<file path="config.mk">
export PLATFORM = sky130hd
export DESIGN_NAME = stall_ctrl
export DESIGN_NICKNAME = d
export VERILOG_FILES = /design/src/rtl/stall_ctrl_pkg.sv /design/src/rtl/md_busy_cnt.sv /design/src/rtl/stall_ctrl.sv
export SDC_FILE = /design/constraint.sdc
export NUM_CORES = 1
export LEC_CHECK = 0
export CORE_MARGIN = 10
export CORE_UTILIZATION = 39
export CTS_BUF_LIST = sky130_fd_sc_hd__clkbuf_16
export CTS_CLUSTER_DIAMETER = 50
export DETAILED_ROUTE_END_ITERATION = 6
export PLACE_DENSITY = 0.86
export SLEW_MARGIN = 10
export SYNTH_ARGS = -nofsm -noshare
export SYNTH_HDL_FRONTEND = slang
export SYNTH_SLANG_ARGS = --single-unit
</file>
<file path="constraint.sdc">
create_clock -name Clk -period 2.9 [get_ports Clk]
set_clock_uncertainty 0.1 [all_clocks]
set_input_delay 0.435 -clock Clk [delete_from_list [all_inputs] [get_ports Clk]]
set_output_delay 0.435 -clock Clk [all_outputs]
set_load 0.05 [all_outputs]
</file>
<file path="src/rtl/stall_ctrl_pkg.sv">
// Shared pipeline constants for hazard detection and the mult/div busy tracker.
// Tuse/Tnew timing encodings, operand/destination field widths and the
// fixed mult/div latencies live here so decode, hazard and MD logic agree.
package stall_ctrl_pkg;

    // Field widths
    localparam int REG_W  = 5;   // GRF index width
    localparam int TIME_W = 2;   // Tuse / Tnew width
    localparam int CNT_W  = 4;   // mult/div remaining-cycle counter width

    typedef logic [REG_W-1:0]  reg_idx_t;
    typedef logic [TIME_W-1:0] stage_time_t;
    typedef logic [CNT_W-1:0]  md_cnt_t;

    // Tuse encoding: 0..2 = cycles until the operand is consumed,
    // TUSE_NONE = operand not read by this instruction.
    localparam stage_time_t TUSE_NONE = 2'd3;

    // Mult/div occupancy in cycles after the start edge
    localparam md_cnt_t MULT_CYC = 4'd5;
    localparam md_cnt_t DIV_CYC  = 4'd10;

    typedef enum logic {
        MD_OP_MULT = 1'b0,
        MD_OP_DIV  = 1'b1
    } md_op_e;

    // A read-after-write hazard exists when a producer further down the
    // pipe targets the same non-$0 register and will not have its result
    // ready by the time the consumer needs it. Since Tnew never exceeds 2,
    // TUSE_NONE can never satisfy tnew > tuse; the explicit check just makes
    // the intent obvious to a reader.
    function automatic logic raw_hazard(
        input reg_idx_t    src,
        input stage_time_t tuse,
        input reg_idx_t    dst,
        input logic        wr,
        input stage_time_t tnew
    );
        return (src != '0) && (src == dst) && wr &&
               (tuse != TUSE_NONE) && (tnew > tuse);
    endfunction

    // Occupancy loaded into the busy counter for a given operation
    function automatic md_cnt_t md_latency(input md_op_e op);
        return (op == MD_OP_DIV) ? DIV_CYC : MULT_CYC;
    endfunction

endpackage

</file>
<file path="src/rtl/md_busy_cnt.sv">
// Mult/div busy tracker: a down-counter loaded with the unit latency when an
// operation issues, reporting busy while nonzero and a one-cycle done strobe
// in the last busy cycle (used as the HI/LO write enable).
module md_busy_cnt
    import stall_ctrl_pkg::*;
(
    input  logic    clk,
    input  logic    srst,
    input  logic    start,
    input  md_op_e  op,
    output logic    busy,
    output logic    done,
    output md_cnt_t cnt
);

    md_cnt_t cnt_reg;
    md_cnt_t cnt_next;
    logic    busy_now;

    assign busy_now = (cnt_reg != '0);

    // Next count: load on an accepted start, otherwise count down to zero.
    // A start while busy (including the final busy cycle) is dropped; the
    // decode stage stall keeps that from happening in legal code.
    always_comb begin
        cnt_next = cnt_reg;
        if (start && !busy_now) begin
            cnt_next = md_latency(op);
        end else if (busy_now) begin
            cnt_next = cnt_reg - md_cnt_t'(1);
        end
    end

    // Counter state; reset aborts any in-flight operation
    always_ff @(posedge clk) begin
        if (srst) begin
            cnt_reg <= '0;
        end else begin
            cnt_reg <= cnt_next;
        end
    end

    assign busy = busy_now;
    // Done marks the last busy cycle; suppressed under reset so an aborted
    // operation never writes HI/LO.
    assign done = (cnt_reg == md_cnt_t'(1)) && !srst;
    assign cnt  = cnt_reg;

endmodule

</file>
<file path="src/rtl/stall_ctrl.sv">
// Pipeline stall controller: detects RAW hazards between the instruction in
// D and the producers in E/M using Tuse/Tnew timing, stalls MD-class
// instructions while the mult/div unit is occupied, and drives the PC / D_REG
// enables plus the E_REG bubble. The hazard path is purely combinational.
module stall_ctrl
    import stall_ctrl_pkg::*;
(
    input  logic        Clk,
    input  logic        Rst,
    input  logic [4:0]  D_rs,
    input  logic [4:0]  D_rt,
    input  logic [1:0]  D_Tuse_rs,
    input  logic [1:0]  D_Tuse_rt,
    input  logic        D_IsMD,
    input  logic [4:0]  E_RFA3,
    input  logic [4:0]  M_RFA3,
    input  logic        E_RFWr,
    input  logic        M_RFWr,
    input  logic [1:0]  E_Tnew,
    input  logic [1:0]  M_Tnew,
    input  logic        E_MDStart,
    input  logic        E_MDOp,
    output logic        F_PC_En,
    output logic        D_REG_We,
    output logic        E_REG_Clr,
    output logic        MD_Busy,
    output logic        MD_Done,
    output logic [3:0]  MD_Cnt
);

    localparam int N_SRC  = 2;  // rs, rt
    localparam int N_PROD = 2;  // E, M

    // Consumer operands (index 0 = rs, 1 = rt)
    reg_idx_t    src_reg  [N_SRC];
    stage_time_t src_tuse [N_SRC];
    // Producers (index 0 = E, 1 = M)
    reg_idx_t    dst_reg  [N_PROD];
    logic        dst_wr   [N_PROD];
    stage_time_t dst_tnew [N_PROD];

    logic [N_SRC-1:0] stall_src;
    logic             stall_rs;
    logic             stall_rt;
    logic             stall_md;
    logic             stall;

    logic             md_busy;
    logic             md_done;
    md_cnt_t          md_cnt;

    assign src_reg[0]  = D_rs;
    assign src_reg[1]  = D_rt;
    assign src_tuse[0] = D_Tuse_rs;
    assign src_tuse[1] = D_Tuse_rt;

    assign dst_reg[0]  = E_RFA3;
    assign dst_reg[1]  = M_RFA3;
    assign dst_wr[0]   = E_RFWr;
    assign dst_wr[1]   = M_RFWr;
    assign dst_tnew[0] = E_Tnew;
    assign dst_tnew[1] = M_Tnew;

    // Each operand stalls if any downstream producer is a pending hazard
    generate
        for (genvar gi = 0; gi < N_SRC; gi++) begin : g_src
            logic [N_PROD-1:0] hit;
            for (genvar gj = 0; gj < N_PROD; gj++) begin : g_prod
                assign hit[gj] = raw_hazard(src_reg[gi], src_tuse[gi],
                                            dst_reg[gj], dst_wr[gj],
                                            dst_tnew[gj]);
            end
            assign stall_src[gi] = |hit;
        end
    endgenerate

    assign stall_rs = stall_src[0];
    assign stall_rt = stall_src[1];

    // MD-class instructions wait while the unit is busy or is being
    // started by the instruction currently in E.
    assign stall_md = D_IsMD && (md_busy || E_MDStart);

    assign stall     = stall_rs || stall_rt || stall_md;
    assign F_PC_En   = !stall;
    assign D_REG_We  = !stall;
    assign E_REG_Clr = stall;

    // Mult/div occupancy runs regardless of pipeline stalls
    md_busy_cnt u_md_busy_cnt (
        .clk   (Clk),
        .srst  (Rst),
        .start (E_MDStart),
        .op    (md_op_e'(E_MDOp)),
        .busy  (md_busy),
        .done  (md_done),
        .cnt   (md_cnt)
    );

    assign MD_Busy = md_busy;
    assign MD_Done = md_done;
    assign MD_Cnt  = md_cnt;

endmodule

</file>
==> flow_summary.yaml, run 1 <==
die:
  die_area_um2: 3860
  initial_core_util: 0.406
  core_um2: 1710
  std_cell_rows: 15
  die_w_um: 62.2
  die_h_um: 62.2
  ioPinCount: 44
worst_setup_path:
  criticalPathCategory: "in -> out"
  crit_path_max_fanout: 2
  r2r-end: "u_md_busy_cnt.cnt[0]$_SDFFE_PP0P_"
  crit_start: "D_Tuse_rs[1]"
  crit_required_ps: 2370
  endpoint: "D_REG_We"
  r2r_setup_slack_ps: 1360
  startpoint_type: "input port"
  r2r_start: "u_md_busy_cnt.cnt[0]$_SDFFE_PP0P_"
  worstSetupEndpointType: "primary output"
  cp.arrival_ps: 2260
  r2r.worst_path.cells: 6
logic_synthesis:
  yosysMostFrequentCell: "xnor2_1"
  synthCells: 92
  yosys_warnings: 0
  synth_seq_cells: 4
  synth_commonest_cells: "xnor2_1, ha_1, inv_1"
  yosys.area.top_type_share: 0.227
  synth_nets: 138
  ys_types: 19
  synthArstFlopShare: 0
  ys_seq_area_frac: 0.116
  synth-edff-count: 0
  ys.flop_type: "dfxtp_1"
  synth_area_um2: 693
  yosys-top-cells-area: "xnor2_1, ha_1, dfxtp_1, nand3_1, inv_1"
  yosys.area.top_type: "xnor2_1"
  syn_area_per_cell_um2: 7.53
sta:
  tns_ps: 0
  report.final.slew_viol_count: 0
  finalCriticalPeriod_ps: 2800
  clock.fmax_mhz: 357
  post-route-period-util: 0.966
  worst_slew_pin_slew_ps: 535
  setup_slack_ps: 100
  setup_viol: 0
  final_hold_viol_count: 0
  slew-limit-headroom: 0.642
global_route:
  use_met3: 0.0287
  grt_first_pass_wirelength_um: 4290
  use_met2: 0.247
  grt_busiest_layer: "met2"
  grt_max_degree: 9
  grt_pass1_vias: 917
  grt_overflow_total: 0
  grt.met1_usage: 0.141
  grtUsageTotal: 0.132
  antenna_found_initial: 0
placed_design:
  dpl.hpwl_um: 2150
  dp_slack_ps: 81.7
  portBuffers: 43
  gp_congestion: 0.935
cts:
  cts.sinks: 4
  htreeDepth: 1
  cts_made_buffers: 3
  cts_tree: "built"
  clk_latency_ps: 220
  clockBufferDepth: 2
  path_clk_slew_ps: 30
  root_buffer: "clkbuf_16"
detailed_routing:
  remaining_drc_errors: 0
  wire_per_inst_um: 15.9
  ant_nets: 0
  vias: 833
  drt-vias-per-instance: 5.14
  drt_wl_total_um: 2570
  first_iter_violations: 25
  dr.pass1.iters: 4
pwr:
  p_int_uw: 470
  net-switching-power_uw: 370
  clock_power_share: 0.254
  p_leak_nw: 0.502
  ir_drop_mv: 0.560
  p_per_area_nw_per_um2: 662
  p_comb_frac: 0.618
  switching_share: 0.441
  power_frac_seq: 0.128
cells_and_area:
  diodes: 0
  syn_to_final_growth_pct: 83.2
  regArea_um2: 80.1
  fill_cells: 122
  multi_input_area_um2: 584
  largest_register_ffs: 4
  nNetsFinal: 185
  drive_above_1_share: 0.0803
worst_hold_path:
  hp-class: "reg -> reg"
run_status:
  status: "finished clean"
job:
  maxCapViolations: 0
## cell families (layout without fill, tap and decap cells)
kind of cell               after synthesis  in the layout  synth area share
and+or+nand+nor                         28             28             0.202
xor gates and xnor gates                22             22             0.278
AOI/OAI and AO/OA                       15             15             0.135
buffers and inverters                   12             57            0.0704
adders and majority gates               11             11             0.199
DFF                                      4              4             0.116
## metal layers
metal / routed length (um) / vias up
met5: 0 / -
met4: 48 / 0
met3: 99 / 6
met2: 1410 / 21
met1: 1020 / 391
li1: - / 415
## layout by cell type, fill, tap and decap left out, types with 2 or more instances in the layout
| cell type | instances |
|---|---|
| clkdlybuf4s50_1 | 39 |
| xnor2_1 | 18 |
| inv_1 | 11 |
| ha_1 | 11 |
| nand3_1 | 9 |
| nand2_1 | 6 |
| a21oi_1 | 6 |
| a211oi_1 | 5 |
| nor2_1 | 4 |
| xor2_1 | 4 |
| dfxtp_1 | 4 |
| clkbuf_16 | 3 |
| buf_12 | 3 |
| nor4_1 | 2 |
| nor3_1 | 2 |
| o21ai_0 | 2 |
| nor4_2 | 2 |
## power groups by stage
stage,clock (mW),combinational (mW),sequential (mW)
after floorplan,0,0.236,0.179
after global placement,0,0.499,0.105
after detailed placement,0,0.508,0.107
after CTS,0.215,0.519,0.106
after global routing,0.223,0.561,0.111
final,0.214,0.520,0.108
## metrics by stage
| stage | utilization | power (mW) | instances | instance area (um^2) | hold WS (ps) |
|---|---|---|---|---|---|
| after global placement | 0.692 | 0.605 | 159 | 1180 | 475 |
| final | 0.744 | 0.841 | 162 | 1270 | 510 |
| after floorplan | - | 0.415 | 92 | 699 | 408 |
| after detailed placement | 0.692 | 0.615 | 159 | 1180 | 489 |
| after CTS | 0.736 | 0.841 | 162 | 1260 | 506 |
| after global routing | 0.744 | 0.894 | 162 | 1270 | 563 |
## repair_timing
action | CTS | global route
hold buffers | 0 | 0
endpoints found under the setup margin | 0 | 2
setup buffers | 0 | 0
gates resized for setup | 0 | 3
## worst min path at each step
stage,from,endpoint,slack [ps],cells after the start
2_1_floorplan,Rst,u_md_busy_cnt.cnt[0]$_SDFFE_PP0P_,410,1
3_3_place_gp,u_md_busy_cnt.cnt[0]$_SDFFE_PP0P_,u_md_busy_cnt.cnt[0]$_SDFFE_PP0P_,470,2
3_5_place_dp,u_md_busy_cnt.cnt[0]$_SDFFE_PP0P_,u_md_busy_cnt.cnt[0]$_SDFFE_PP0P_,490,2
4_1_cts,u_md_busy_cnt.cnt[0]$_SDFFE_PP0P_,u_md_busy_cnt.cnt[0]$_SDFFE_PP0P_,510,2
5_1_grt,u_md_busy_cnt.cnt[0]$_SDFFE_PP0P_,u_md_busy_cnt.cnt[0]$_SDFFE_PP0P_,560,2
6_report,u_md_busy_cnt.cnt[0]$_SDFFE_PP0P_,u_md_busy_cnt.cnt[0]$_SDFFE_PP0P_,510,2
## layout make-up
type                       count  share of cell area
timing repair buffer          43               0.361
tap                           25              0.0246
inverter                      11              0.0325
multi-input combinational     76               0.460
sequential                     4              0.0631
clock buffer                   3              0.0591
## critical path, cell delays in order
cell	delay (ps)
clkdlybuf4s50_1	500
inv_1	70
ha_1	310
nand2_1	70
nand3_1	80
nor4_1	240
o21ai_0	150
and3_2	250
buf_12	160
(Power assumes the default switching activity.)
==> inputs of run 2 (changes only) <==
- SLEW_MARGIN: 10 -> unset
==> results of run 2 <==
Same layout as run 1: the final DEF is identical, and so are final timing and power.
